File: src/rtl/mem_access_stage.sv
// rtl/mem_access_stage.sv - RV32I memory-access stage: word load/store, branch redirect, registered writeback
//
// Ports:
//   clk, reset                  clock and synchronous active-high reset
//   ex_valid / ex_ready         execute-result handshake; ex_* fields are captured on accept
//   ex_alu_result, ex_rs2_data  address / value / target, and store data
//   ex_opcode, ex_rd, ex_zero   RV32I opcode, destination register, branch-condition flag
//   dmem_*                      request/grant/rvalid data-memory port
//   wb_valid / wb_ready         writeback handshake; wb_* held stable while stalled
//   br_taken, br_target         one-cycle redirect pulse to fetch and its PC
`timescale 1ns/1ps
module mem_access_stage #(
    parameter int N    = 32,
    parameter int RD_W = 5
) (
    input  logic            clk,
    input  logic            reset,
    input  logic            ex_valid,
    output logic            ex_ready,
    input  logic [N-1:0]    ex_alu_result,
    input  logic [N-1:0]    ex_rs2_data,
    input  logic [6:0]      ex_opcode,
    input  logic [RD_W-1:0] ex_rd,
    input  logic            ex_zero,
    output logic            dmem_req,
    output logic            dmem_we,
    output logic [N-1:0]    dmem_addr,
    output logic [N-1:0]    dmem_wdata,
    input  logic            dmem_gnt,
    input  logic            dmem_rvalid,
    input  logic [N-1:0]    dmem_rdata,
    output logic            wb_valid,
    input  logic            wb_ready,
    output logic [RD_W-1:0] wb_rd,
    output logic [N-1:0]    wb_data,
    output logic            wb_reg_write,
    output logic            wb_misalign,
    output logic            br_taken,
    output logic [N-1:0]    br_target
);

    localparam logic [6:0] OP_LOAD   = 7'b0000011;
    localparam logic [6:0] OP_STORE  = 7'b0100011;
    localparam logic [6:0] OP_REG    = 7'b0110011;
    localparam logic [6:0] OP_IMM    = 7'b0010011;
    localparam logic [6:0] OP_BRANCH = 7'b1100011;
    localparam logic [6:0] OP_JAL    = 7'b1101111;
    localparam logic [6:0] OP_JALR   = 7'b1100111;

    typedef enum logic [1:0] {
        S_IDLE,
        S_REQ,
        S_WAIT_R,
        S_OUT
    } state_t;

    state_t state, state_nxt;

    logic [6:0]   op_q;
    logic [N-1:0] alu_q;
    logic [N-1:0] rs2_q;

    logic   accept;
    logic   ex_is_mem;
    logic   ex_aligned;
    logic   ex_is_alu;
    logic   ex_redirect;
    state_t accept_state;

    assign ex_ready    = (state == S_IDLE) || ((state == S_OUT) && wb_ready);
    assign accept      = ex_valid && ex_ready;
    assign ex_is_mem   = (ex_opcode == OP_LOAD) || (ex_opcode == OP_STORE);
    assign ex_aligned  = (ex_alu_result[1:0] == 2'b00);
    assign ex_is_alu   = (ex_opcode == OP_REG) || (ex_opcode == OP_IMM);
    assign ex_redirect = ((ex_opcode == OP_BRANCH) && ex_zero) ||
                         (ex_opcode == OP_JAL) || (ex_opcode == OP_JALR);

    // Request fields come straight from the capture registers, so they stay
    // put for as long as the grant takes.
    assign dmem_req   = (state == S_REQ);
    assign dmem_we    = (state == S_REQ) && (op_q == OP_STORE);
    assign dmem_addr  = alu_q;
    assign dmem_wdata = rs2_q;
    assign wb_valid   = (state == S_OUT);
    assign br_target  = alu_q;

    always_comb begin
        state_nxt    = state;
        // Misaligned accesses skip the memory port and retire directly.
        accept_state = (ex_is_mem && ex_aligned) ? S_REQ : S_OUT;
        case (state)
            S_IDLE:   if (accept) state_nxt = accept_state;
            S_REQ:    if (dmem_gnt) state_nxt = (op_q == OP_STORE) ? S_OUT : S_WAIT_R;
            S_WAIT_R: if (dmem_rvalid) state_nxt = S_OUT;
            S_OUT: begin
                // A same-cycle accept chains straight into the next op with no bubble.
                if (wb_ready) state_nxt = accept ? accept_state : S_IDLE;
            end
            default:  state_nxt = S_IDLE;
        endcase
    end

    always_ff @(posedge clk) begin
        if (reset) begin
            state        <= S_IDLE;
            op_q         <= '0;
            alu_q        <= '0;
            rs2_q        <= '0;
            wb_rd        <= '0;
            wb_data      <= '0;
            wb_reg_write <= 1'b0;
            wb_misalign  <= 1'b0;
            br_taken     <= 1'b0;
        end else begin
            state    <= state_nxt;
            // High only in the cycle right after the accepting edge.
            br_taken <= accept && ex_redirect;
            if (accept) begin
                op_q         <= ex_opcode;
                alu_q        <= ex_alu_result;
                rs2_q        <= ex_rs2_data;
                wb_rd        <= ex_rd;
                wb_misalign  <= ex_is_mem && !ex_aligned;
                // Loads gain their write enable only once data returns.
                wb_reg_write <= ex_is_alu && (ex_rd != '0);
                wb_data      <= ex_is_alu ? ex_alu_result : '0;
            end else if ((state == S_WAIT_R) && dmem_rvalid) begin
                wb_data      <= dmem_rdata;
                wb_reg_write <= (wb_rd != '0);
            end
        end
    end

endmodule

File: config.mk
export PLATFORM = sky130hd
export DESIGN_NAME = mem_access_stage
export DESIGN_NICKNAME = d
export VERILOG_FILES = /design/src/rtl/mem_access_stage.sv
export SDC_FILE = /design/constraint.sdc
export NUM_CORES = 1
export LEC_CHECK = 0
export ABC_AREA = 1
export BUFFER_PORTS_ARGS = -buffer_cell sky130_fd_sc_hd__buf_2
export CORE_ASPECT_RATIO = 0.7
export CORE_MARGIN = 4
export CORE_UTILIZATION = 45
export DETAILED_ROUTE_END_ITERATION = 16
export PLACE_DENSITY_LB_ADDON = 0.2
export SYNTH_ARGS = -nofsm -noshare
export SYNTH_HDL_FRONTEND = slang
export SYNTH_SLANG_ARGS = --single-unit
File: constraint.sdc
create_clock -name clk -period 1.65 [get_ports clk]
set_input_delay 0.165 -clock clk [delete_from_list [all_inputs] [get_ports clk]]
set_output_delay 0.165 -clock clk [all_outputs]
set_load 0.03 [all_outputs]
### Yosys cells after proc, flatten, opt, wreduce, memory -nomap -nowiden

Index checks and enable logic that the tools add are counted.

| storage, ports and cells | value |
|---|---|
| bits in registers | 113 |
| bits of input ports | 115 |
| output and inout port bits | 140 |
| logic and storage cells | 58 |

| cells by class | value |
|---|---|
| equality and inequality tests | 15 |
| multiplexer cells | 13 |
| reduce and logical (&&, ||, !) cells | 21 |

Operators by type and width:

| operator | number |
|---|---|
| $mux W32 | 3 |
| $eq A7 B6 Y1 const B | 3 |
| $eq A7 B7 Y1 const B | 3 |
| $mux W2 | 6 |
| $reduce_bool A5 Y1 | 2 |
| $logic_and A1 B1 Y1 | 9 |
| $pmux W2 S4 | 1 |
| $eq A7 B2 Y1 const B | 1 |
| $eq A7 B5 Y1 const B | 1 |
| $logic_or A1 B1 Y1 | 5 |
| $eq A2 B2 Y1 const B | 2 |
| $logic_not A2 Y1 | 2 |
| $ne A2 B1 Y1 const B | 2 |
| $ne A2 B2 Y1 const B | 2 |
| $reduce_and A4 Y1 | 1 |
| $mux W1 | 3 |
| $eq A2 B1 Y1 const B | 1 |
| $reduce_bool A2 Y1 | 1 |
| $logic_not A1 Y1 | 1 |

### Longest topological paths before layout

| logic depth | value |
|---|---|
| depth after elaboration | 7 |
| mapped depth | 9 |
| depth with buffers taken out | 7 |

### Least setup slack after synthesis

No wires, ideal clock.

| timing | value |
|---|---|
| path type | reg2reg |
| start | reg state[0] |
| end | reg wb_data[16] |
| setup time | 0.064 ns |
| arrival | 1.351 ns |
| data required time | 1.586 ns |
| path slack | 0.235 ns |
| stages on the path, launching flop included | 9 |
| buffers on the path | 2 |
| clock period less this slack | 1.415 ns |
| path through | dfxtp_1 -> buf_2 -> inv_1 -> nand2_2 -> nand2_4 -> buf_2 -> nand3_1 -> o21a_1 -> nor2_1 |

| on the way | value |
|---|---|
| cells in the longest elaborated chain, start to end | 5 |
| elaborated cells on any way between the ends | 9 |
| classes of those cells | eq/ne: 2; mux: 1; reduce/logical: 6 |

Ends and longest elaborated chain:

| element | line | text |
|---|---|---|
| start: declaration | 57 | `state_t state, state_nxt;` |
| start signal: assignment | 115 | `state <= state_nxt;` |
| $eq A2 B2 Y1 | 70 | `assign ex_ready = (state == S_IDLE) \|\| ((state == S_OUT) && wb_ready);` |
| $logic_and A1 B1 Y1 | 70 |  |
| $logic_or A1 B1 Y1 (*) | 70 |  |
| named net ex_ready | 19 | `output logic ex_ready,` |
| $logic_and A1 B1 Y1 (*) | 71 | `assign accept = ex_valid && ex_ready;` |
| $mux W32 or $reduce_bool A2 Y1 (tied branches) | n/a |  |
| end signal: assignment | 126 | `wb_data <= ex_is_alu ? ex_alu_result : '0;` |
| end signal: assignment | 128 | `wb_data <= dmem_rdata;` |
| end: declaration | 35 | `output logic [N-1:0] wb_data,` |

Mark *: on every way through the listed nets, which the timed path passes. The rest lies on a longest branch.
A chain may end at the register's enable or synchronous reset.

### Worst setup path in the final report

| timing | value |
|---|---|
| start | reg state[1] |
| end | out ex_ready |

| on the way | value |
|---|---|
| cells in the longest elaborated chain, start to end | 3 |
| elaborated cells on any way between the ends | 4 |
| classes of those cells | eq/ne: 1; reduce/logical: 3 |

Ends and longest elaborated chain:

| element | line |
|---|---|
| $eq A2 B2 Y1 | 70 |
| $logic_and A1 B1 Y1 | 70 |
| $logic_or A1 B1 Y1 (*) | 70 |
| end: declaration | 19 |

Mark *: on every way between the ends. The rest lies on a longest branch, timed or not.

==> reports/metrics.cfg <==
[power_and_ir_drop]
p_total_mw = 11.7
pwr-share-comb_pct = 38.3
leakage_nw = 3.22
p_seq_share_pct = 31.5
power_frac_clock_pct = 30.2
intPower_mw = 7.06
vdd_drop_max_uv = 866
switching_power_mw = 4.61
powerDensity_nw_per_um2 = 1790
power.share.switching_pct = 39.5

[timing]
holdWs_ps = 14.9
finClkSkew_ps = 9.20
finalHoldViolCount = 0
tightest_slew_ps = 482
finalSetupViolations = 0
finalCritPeriodShare_pct = 96.6
finalWorstSetupSlack_ps = 55.6
slew_headroom_pct = 67.9
fmax_ghz = 0.627
period_minus_slack_ps = 1590
maxSlewViolCount = 0
setup-tns-final_ps = 0
rsz0062_at_grt = true

[layout]
layout-drive-gt1-share_pct = 36.2
layout_common_cells = 253 x buf_2, 118 x nor2_1, 112 x dfxtp_1, 94 x o21ai_0, 78 x nand2_1
final_common_cell = buf_2
layoutNonFillerInstCount = 988
antenna_cells = 0
stdcell_area_um2 = 6540
syn2layout_area_growth_pct = 37.4
post-route-util_pct = 63.4
fin_nets = 958
fill_cells = 935

[clock_network]
root_buffer = clkbuf_16
insertion_delay_ps = 400
hold_buffers = 0
numCtsBuffers = 17
clockBufferDepth = 2
cts_tree = done
path_clk_slew_ps = 50
cts_sinks = 113
h-tree-depth = 4

[global_route]
grt_max_degree = 68
first_global_vias = 4785
gr-total-overflow = 0
grt_use_total_pct = 22.9
antenna_found_initial = 0
grt_pass1_wl_um = 22500

[placed_design]
routabilityCongestion = 0.837
hpwl_um = 10300
dpl_cell_area_um2 = 5910
dp_cells = 954
io_buffers = 254
dp_slack_ps = 102

[logic_synthesis]
syn_avg_cell_area_um2 = 7.55
yosysSeqAreaShare_pct = 47.6
synth_warnings = 0
ys_seq_elements = 113
synthCells = 630
syn_nets = 745
synth_area_um2 = 4760
synth_cell_types = 22

[floorplan]
ios = 255
start_util_pct = 46.1
rows = 31
die_h_um = 94.0
die_w_um = 131
core_area_um2 = 10300
die_area_um2 = 12300

[critical_path]
crit_path_max_fanout = 13
cp.arrival_ps = 1430
end_kind = output pin
critPathKind = reg -> out
cp.required_ps = 1480
startpoint_type = register

[run_status]
status = complete, no violations

[min_path]
hp-class = in -> reg

[drt]
dr_total_vias = 5013
ant_nets = 0
remaining_drc_errors = 0
drt-total-wl_um = 14700
wl_per_cell_um = 14.8
via_per_inst = 5.07
drtIter0Drc = 227
firstDrtPassIters = 5

[run]
timing.max_cap.violations = 0

[sequential cells by signal, summed over array words and instances, names as in the netlist]
| name | cells |
|---|---|
| dmem_wdata | 32 |
| op_q | 7 |
| wb_data | 32 |
| wb_rd | 5 |
| br_taken | 1 |
| state | 2 |
| wb_reg_write | 1 |
| br_target | 32 |
| wb_misalign | 1 |
[power by group through the flow]
| stage | Clock (mW) | Combinational [mW] | Sequential (mW) |
|---|---|---|---|
| final | 3.53 | 4.47 | 3.67 |
| after global routing | 3.73 | 4.85 | 3.75 |
| after CTS | 3.57 | 4.40 | 3.67 |
| after detailed placement | 0 | 4.32 | 3.71 |
| after global placement | 0 | 4.27 | 3.69 |
| after floorplan | 0 | 2.11 | 4.74 |
[final cells by class]
class	count	area, um2	share of cell area, %
multi-input cells	425	2000	30.6
inverters	17	63.8	0.976
clock buffers	21	460	7.04
well taps	132	165	2.53
clock inverters	11	113	1.72
repair buffers	269	1470	22.4
flip-flops and latches	113	2270	34.7
[worst max-delay path: stages, from the launching register on]
cell	delay, ps
dfxtp_4	360
inv_2	90
nand2_2	100
nand2_4	140
buf_12	160
buf_4	170
[cells in the mapped netlist]
| cell | count | share of area [%] |
|---|---|---|
| nand3b_1 | 9 | 1.4 |
| inv_1 | 16 | 1.3 |
| nand2_4 | 2 | 0.47 |
| nand3_1 | 31 | 3.3 |
| a21oi_1 | 49 | 5.2 |
| o21ai_1 | 11 | 1.2 |
| o22ai_1 | 1 | 0.13 |
| dfxtp_1 | 113 | 48 |
| nor3_1 | 3 | 0.32 |
| nand2_2 | 1 | 0.13 |
| nor2_1 | 118 | 9.3 |
| nand3_2 | 1 | 0.21 |
| nor2_4 | 1 | 0.24 |
| inv_2 | 1 | 0.079 |
| buf_6 | 1 | 0.24 |
| a21oi_2 | 1 | 0.18 |
| clkbuf_1 | 24 | 1.9 |
| buf_2 | 17 | 1.8 |
| o21ai_0 | 94 | 9.9 |
| o21a_1 | 24 | 3.8 |
| buf_4 | 34 | 5.4 |
| nand2_1 | 78 | 6.2 |
[final timing paths]
kind                                       from              to  slack (ps)  cells past startpoint
worst max-delay path                   state[1]        ex_ready          60                      5
worst min-delay path            ex_rs2_data[10]  dmem_wdata[10]          10                      3
worst max register to register         state[1]      wb_data[0]         140                      8
worst min register to register          op_q[2]         op_q[2]         450                      2
[layer usage]
layer	vias to the layer above	global-route usage, %	share of wire, %
met5	-	0	0
met2	207	37.8	47
met1	2303	28.7	43
met3	17	7.56	8.7
li1	2486	-	-
met4	0	6.51	1.1
[repair_timing]
item | 4_1_cts | 5_1_grt
setup endpoints to repair | 1 | 4
gates resized for setup | 5 | 2
cloned | 0 | 2
pin swaps | 0 | 2
buffers inserted | 0 | 0
[logic make-up after synthesis]
family | share of synthesized area, %
compound gates | 20.3
buf+inv | 10.6
flops | 47.6
simple gates | 21.5
(Power assumes the default switching activity.)
